### config.mk
export PLATFORM = sky130hd
export DESIGN_NAME = neopixel_rx
export DESIGN_NICKNAME = d
export VERILOG_FILES = /design/src/rtl/neopixel_rx.sv
export SDC_FILE = /design/constraint.sdc
export NUM_CORES = 2
export LEC_CHECK = 0
export BUFFER_PORTS_ARGS = -buffer_cell sky130_fd_sc_hd__buf_4
export CAP_MARGIN = 25
export CORE_MARGIN = 2
export CORE_UTILIZATION = 30
export DETAILED_ROUTE_END_ITERATION = 12
export SYNTH_ARGS = -nofsm -noshare
export SYNTH_HDL_FRONTEND = slang
export SYNTH_SLANG_ARGS = --single-unit
### constraint.sdc
create_clock -name clk -period 3.2 [get_ports clk]
set_clock_uncertainty 0.1 [all_clocks]
set_input_delay 0.32 -clock clk [delete_from_list [all_inputs] [get_ports clk]]
set_output_delay 0.32 -clock clk [all_outputs]
set_load 0.02 [all_outputs]
### src/rtl/neopixel_rx.sv
// NeoPixel (WS2812-style) single-wire stream decoder.
// Measures pulse widths, assembles LSB-first bytes, publishes frames after a reset gap.
module neopixel_rx #(
  parameter int NUM_BYTES    = 48,
  parameter int POL          = 0,
  parameter int MIN_PULSE    = 2,
  parameter int BIT_THRESH   = 12,
  parameter int MAX_PULSE    = 200,
  parameter int RESET_CYCLES = 1000
) (
  input  logic                   clk,
  input  logic                   nrst,
  input  logic                   din,
  output logic [8*NUM_BYTES-1:0] framebuf,
  output logic                   frame_valid,
  output logic                   frame_error,
  output logic [7:0]             byte_data,
  output logic                   byte_valid
);

  localparam int LW = $clog2(RESET_CYCLES + 1);
  localparam int BW = $clog2(NUM_BYTES + 1);
  localparam logic [LW-1:0] LO_LAST = LW'(RESET_CYCLES - 1);
  localparam logic [LW-1:0] LO_END  = LW'(RESET_CYCLES);
  localparam logic [BW-1:0] NB      = BW'(NUM_BYTES);
  localparam logic [7:0]    W_MIN   = 8'(MIN_PULSE);
  localparam logic [7:0]    W_MAX   = 8'(MAX_PULSE);
  localparam logic [7:0]    W_ONE   = 8'(BIT_THRESH);
  localparam logic          PL      = (POL != 0);

  typedef enum logic [1:0] {
    WAIT_GAP,
    IDLE,
    HIGH,
    LOW
  } state_t;

  state_t state;

  logic s1, s2, s_d;
  logic s, rise;

  logic [7:0]             hi_cnt;
  logic [LW-1:0]          lo_cnt;
  logic [2:0]             bit_cnt;
  logic [BW-1:0]          byte_idx;
  logic                   err;
  logic [7:0]             shift_reg;
  logic [8*NUM_BYTES-1:0] shadow;

  logic       bit_v;
  logic       w_bad;
  logic       frame_ok;
  logic [7:0] shift_nx;

  // Synchronizer resets to the idle level so no false edge follows reset
  always_ff @(posedge clk) begin
    if (!nrst) begin
      s1  <= PL;
      s2  <= PL;
      s_d <= 1'b0;
    end else begin
      s1  <= din;
      s2  <= s1;
      s_d <= s;
    end
  end

  assign s        = s2 ^ PL;
  assign rise     = s & ~s_d;
  assign bit_v    = (hi_cnt >= W_ONE);
  assign w_bad    = (hi_cnt < W_MIN) || (hi_cnt > W_MAX);
  assign shift_nx = {bit_v, shift_reg[7:1]};
  assign frame_ok = !err && (bit_cnt == 3'd0) && (byte_idx == NB);

  // Decoder FSM: pulse measurement, byte assembly and frame publication
  always_ff @(posedge clk) begin
    if (!nrst) begin
      state       <= WAIT_GAP;
      hi_cnt      <= '0;
      lo_cnt      <= '0;
      bit_cnt     <= '0;
      byte_idx    <= '0;
      err         <= 1'b0;
      shift_reg   <= '0;
      shadow      <= '0;
      framebuf    <= '0;
      frame_valid <= 1'b0;
      frame_error <= 1'b0;
      byte_data   <= '0;
      byte_valid  <= 1'b0;
    end else begin
      frame_valid <= 1'b0;
      frame_error <= 1'b0;
      byte_valid  <= 1'b0;
      unique case (state)
        WAIT_GAP: begin
          if (s) begin
            lo_cnt <= '0;
          end else if (lo_cnt == LO_LAST) begin
            lo_cnt   <= LO_END;
            bit_cnt  <= '0;
            byte_idx <= '0;
            err      <= 1'b0;
            state    <= IDLE;
          end else begin
            lo_cnt <= lo_cnt + 1'b1;
          end
        end
        IDLE: begin
          if (rise) begin
            hi_cnt <= 8'd1;
            state  <= HIGH;
          end
        end
        HIGH: begin
          if (s) begin
            if (hi_cnt != 8'hFF) hi_cnt <= hi_cnt + 8'd1;
          end else begin
            if (w_bad) begin
              err <= 1'b1;
            end else begin
              shift_reg <= shift_nx;
              if (bit_cnt == 3'd7) begin
                bit_cnt    <= '0;
                byte_data  <= shift_nx;
                byte_valid <= 1'b1;
                if (byte_idx < NB) begin
                  shadow[{byte_idx, 3'b000} +: 8] <= shift_nx;
                  byte_idx <= byte_idx + 1'b1;
                end else begin
                  err <= 1'b1;
                end
              end else begin
                bit_cnt <= bit_cnt + 3'd1;
              end
            end
            lo_cnt <= {{(LW-1){1'b0}}, 1'b1};
            state  <= LOW;
          end
        end
        LOW: begin
          if (rise) begin
            hi_cnt <= 8'd1;
            state  <= HIGH;
          end else if (lo_cnt == LO_LAST) begin
            if (frame_ok) begin
              framebuf    <= shadow;
              frame_valid <= 1'b1;
            end else begin
              frame_error <= 1'b1;
            end
            lo_cnt   <= LO_END;
            bit_cnt  <= '0;
            byte_idx <= '0;
            err      <= 1'b0;
            state    <= IDLE;
          end else begin
            lo_cnt <= lo_cnt + 1'b1;
          end
        end
        default: state <= WAIT_GAP;
      endcase
    end
  end

endmodule

==> flow_metrics.tcl <==
set metrics [dict create \
    slew_viol_final 0 \
    yosysSeqAreaShare_pct 50.8 \
    p_leak_nw 15.5 \
    area_delta_synth_final_pct 25.9 \
    slew_headroom_pct 39.3 \
    synth.net_count 3859 \
    ir_worst_vdd_v 0.000318 \
    crit_fanout 8 \
    fill_cells 10934 \
    cts_root_buffer "clkbuf_16" \
    finalSetupTns_ps 0 \
    core_area_um2 107000 \
    clk_pin_slew_ps 60 \
    yosysTopAreaCell "dfxtp_1" \
    cts_buffer_depth 3 \
    setup.worst_path.class "reg2reg" \
    cts_inserted_buffers 90 \
    top_regs "framebuf x384, shadow x384, lo_cnt x10" \
    met1_usage_pct 26.8 \
    cp-end-kind "flop" \
    dr.pass1.iters 6 \
    synth_ff_type "dfxtp_1" \
    outcome "finished clean" \
    synthCells 3840 \
    num_rows 120 \
    layout.nets 4220 \
    grt.overflow.total 0 \
    grt_pass1_vias 26723 \
    worstSkewPairLatency_ps 670 \
    place_congestion 0.941 \
    critPathTopFamily "simple AND/OR/NAND/NOR gates" \
    dp.final_hpwl_um 86200 \
    synth_area_um2 32300 \
    worst_slack_ps 185 \
    grt_usage_pct 20.8 \
    p_per_area_nw_per_um2 529 \
    critPathSlowestCell "or4_1" \
    synth_edf_count 0 \
    antennaDiodeCount 0 \
    async_flop_share_pct 0 \
    numPortBuffers 397 \
    cp.required_ps 3670 \
    grt_pass1_wl_um 175000 \
    cts_tree "done" \
    drv_cap 0 \
    worstHoldPathType "reg2reg" \
    finalPower_mw 21.5 \
    ys_seq_elements 819 \
    setup_viol 0 \
    cts.sinks 819 \
    cp.arrival_ps 3480 \
    drt_iter0_drc 2253 \
    grt_max_degree 164 \
    cp_num_buf_inv 1 \
    cts_htree_levels 3 \
    die_area_um2 110000 \
    cp_slowest_stage_delay_ps 690 \
    yosysWarnings 0 \
    path_cells "inv_1, ha_1, nor2b_1, or4_1, a211oi_2, and3_1, mux2i_1" \
    antenna_found_initial 0 \
    pre_cts_ws_ps 220 \
    grtUsageMet3_pct 4.98 \
    wl_per_cell_um 21.1 \
    antenna_left 0 \
    initial_core_util_pct 30.2 \
    tightest_slew_ps 908 \
    io_pins 398 \
    gr-usage-met2_pct 34.1 \
    start_kind "flop" \
    grt_busiest_layer "met2" \
    rsz0062_at_grt "no" \
    synth_area_per_cell_um2 8.40 \
    synth_top_area_share_pct 50.8 \
    period_needed_ps 3010 \
    drive_gt1_share_pct 18.4 \
    hold_violations 0 \
    vias 28305 \
    via_per_inst 4.99 \
    max_freq_ghz 0.332 \
    fin_crit_sh_pct 94.2 \
    die_y_um 332 \
    wirelength_um 120000 \
    drt_drc_violations_left 0 \
    synth_area_leaders "dfxtp_1 51%, nand2_1 15%, mux2i_1 11%, a21oi_1 6.9%, clkbuf_1 2.5%" \
    yosysUniqueCellTypes 73 \
    dieWidth_um 332 \
]
==> final timing paths <==
| kind | slack, ps | endpoint | cells past startpoint | from |
|---|---|---|---|---|
| worst min-delay path | 340 | s | 1 | s1 |
| worst min register to register | 340 | s | 1 | s1 |
| worst max-delay path | 190 | shadow[72] | 7 | byte_idx[0] |
| worst max register to register | 190 | shadow[72] | 7 | byte_idx[0] |
==> cells in the mapped netlist, drive strengths merged (3+ instances only) <==
library cell  instances
or4                  13
nor2b                11
o21a                  7
a21o                  3
and3                 34
a21oi               442
a21boi                4
buf                  81
o31ai                13
o211ai                7
dfxtp               819
a211oi               19
a31oi                10
nand2              1314
a2111oi               3
nand3               166
and4                  3
o21ai                39
o31a                  6
o22ai                11
mux2i               357
nand2b               22
or2                   4
a211o                 3
nor3                 35
inv                  16
nand4                45
nor2                 50
nand3b                3
a32o                  6
or3                   5
ha                   16
or3b                  4
a31o                  4
clkbuf              215
and2                 18
nor4                  3
o21bai                3
==> cell type report <==
cell class / instances / area (um2) / area share, %
clock inverters: 37 / 494 / 1.22
multi-input cells: 2708 / 14700 / 36.2
clock buffers: 129 / 2650 / 6.53
repair buffers: 565 / 4570 / 11.2
well taps: 1403 / 1760 / 4.32
inverters: 17 / 71.3 / 0.175
flip-flops and latches: 819 / 16400 / 40.4
==> logic make-up after synthesis <==
| family | after synthesis | synth area share (%) |
|---|---|---|
| compound gates | 597 | 10.4 |
| xor+xnor | 3 | 0.0814 |
| fa+ha+maj | 16 | 0.620 |
| buf+inv | 313 | 3.94 |
| flops | 819 | 50.8 |
| mux | 357 | 11.1 |
| simple gates | 1735 | 23.0 |
==> metrics by stage <==
step	hold WS (ps)	util [%]	instance area (um2)	std cells
6_report	340	38.0	40600	5678
2_1_floorplan	312	-	32300	3840
5_1_grt	351	38.0	40600	5678
3_5_place_dp	322	35.0	37400	5508
3_3_place_gp	327	35.0	37400	5507
4_1_cts	339	38.0	40600	5677
==> cell usage in the layout, fill, tap and decap left out, types with 9 or more instances in the layout <==
| master | instances |
|---|---|
| nor3_1 | 17 |
| a31oi_1 | 9 |
| a21oi_1 | 440 |
| a211oi_1 | 15 |
| clkbuf_8 | 20 |
| nor2b_1 | 11 |
| dfxtp_1 | 812 |
| nand4_1 | 45 |
| nand2_1 | 1313 |
| or4_1 | 12 |
| and2_1 | 15 |
| bufinv_16 | 11 |
| clkbuf_16 | 93 |
| clkbuf_1 | 17 |
| nand3_1 | 157 |
| o31ai_1 | 13 |
| nand2b_1 | 22 |
| and3_1 | 33 |
| ha_1 | 16 |
| nor3_2 | 9 |
| nand3_2 | 9 |
| buf_12 | 24 |
| o22ai_1 | 11 |
| mux2i_1 | 357 |
| o21ai_0 | 33 |
| buf_4 | 535 |
| inv_1 | 15 |
| nor2_1 | 45 |
| clkinv_2 | 16 |
| nor3_4 | 9 |
==> report_power, final <==
| group | leakage (nW) | switching (mW) | internal (mW) |
|---|---|---|---|
| combinational | 7.37 | 0.204 | 0.0309 |
| sequential | 6.60 | 0.00402 | 10.2 |
| clock | 1.55 | 4.41 | 6.66 |
==> worst reg2reg max path, delay by kind of cell (launching register included) <==
family	cells	cell delay (ps)
AND/OR/NAND/NOR	3	1360
AO/OA/AOI/OAI	1	500
flip-flops	1	410
adder cells (fa/ha/maj)	1	250
multiplexers	1	230
buffers and inverters	1	90
==> timing repair <==
action | in CTS | in global routing
resized for setup | 0 | 2
buffers inserted | 0 | 0
setup endpoints to repair | 0 | 7
hold endpoints to repair | 29 | 0
hold buffers | 3 | 0
==> per-layer routing <==
metal  vias to the layer above  wire (um)
met4                         0       3890
li1                      13611          -
met5                         -          0
met2                       900      56100
met3                       196       8960
met1                     13598      51100
Note: power is estimated with default switching activity, not from simulation.
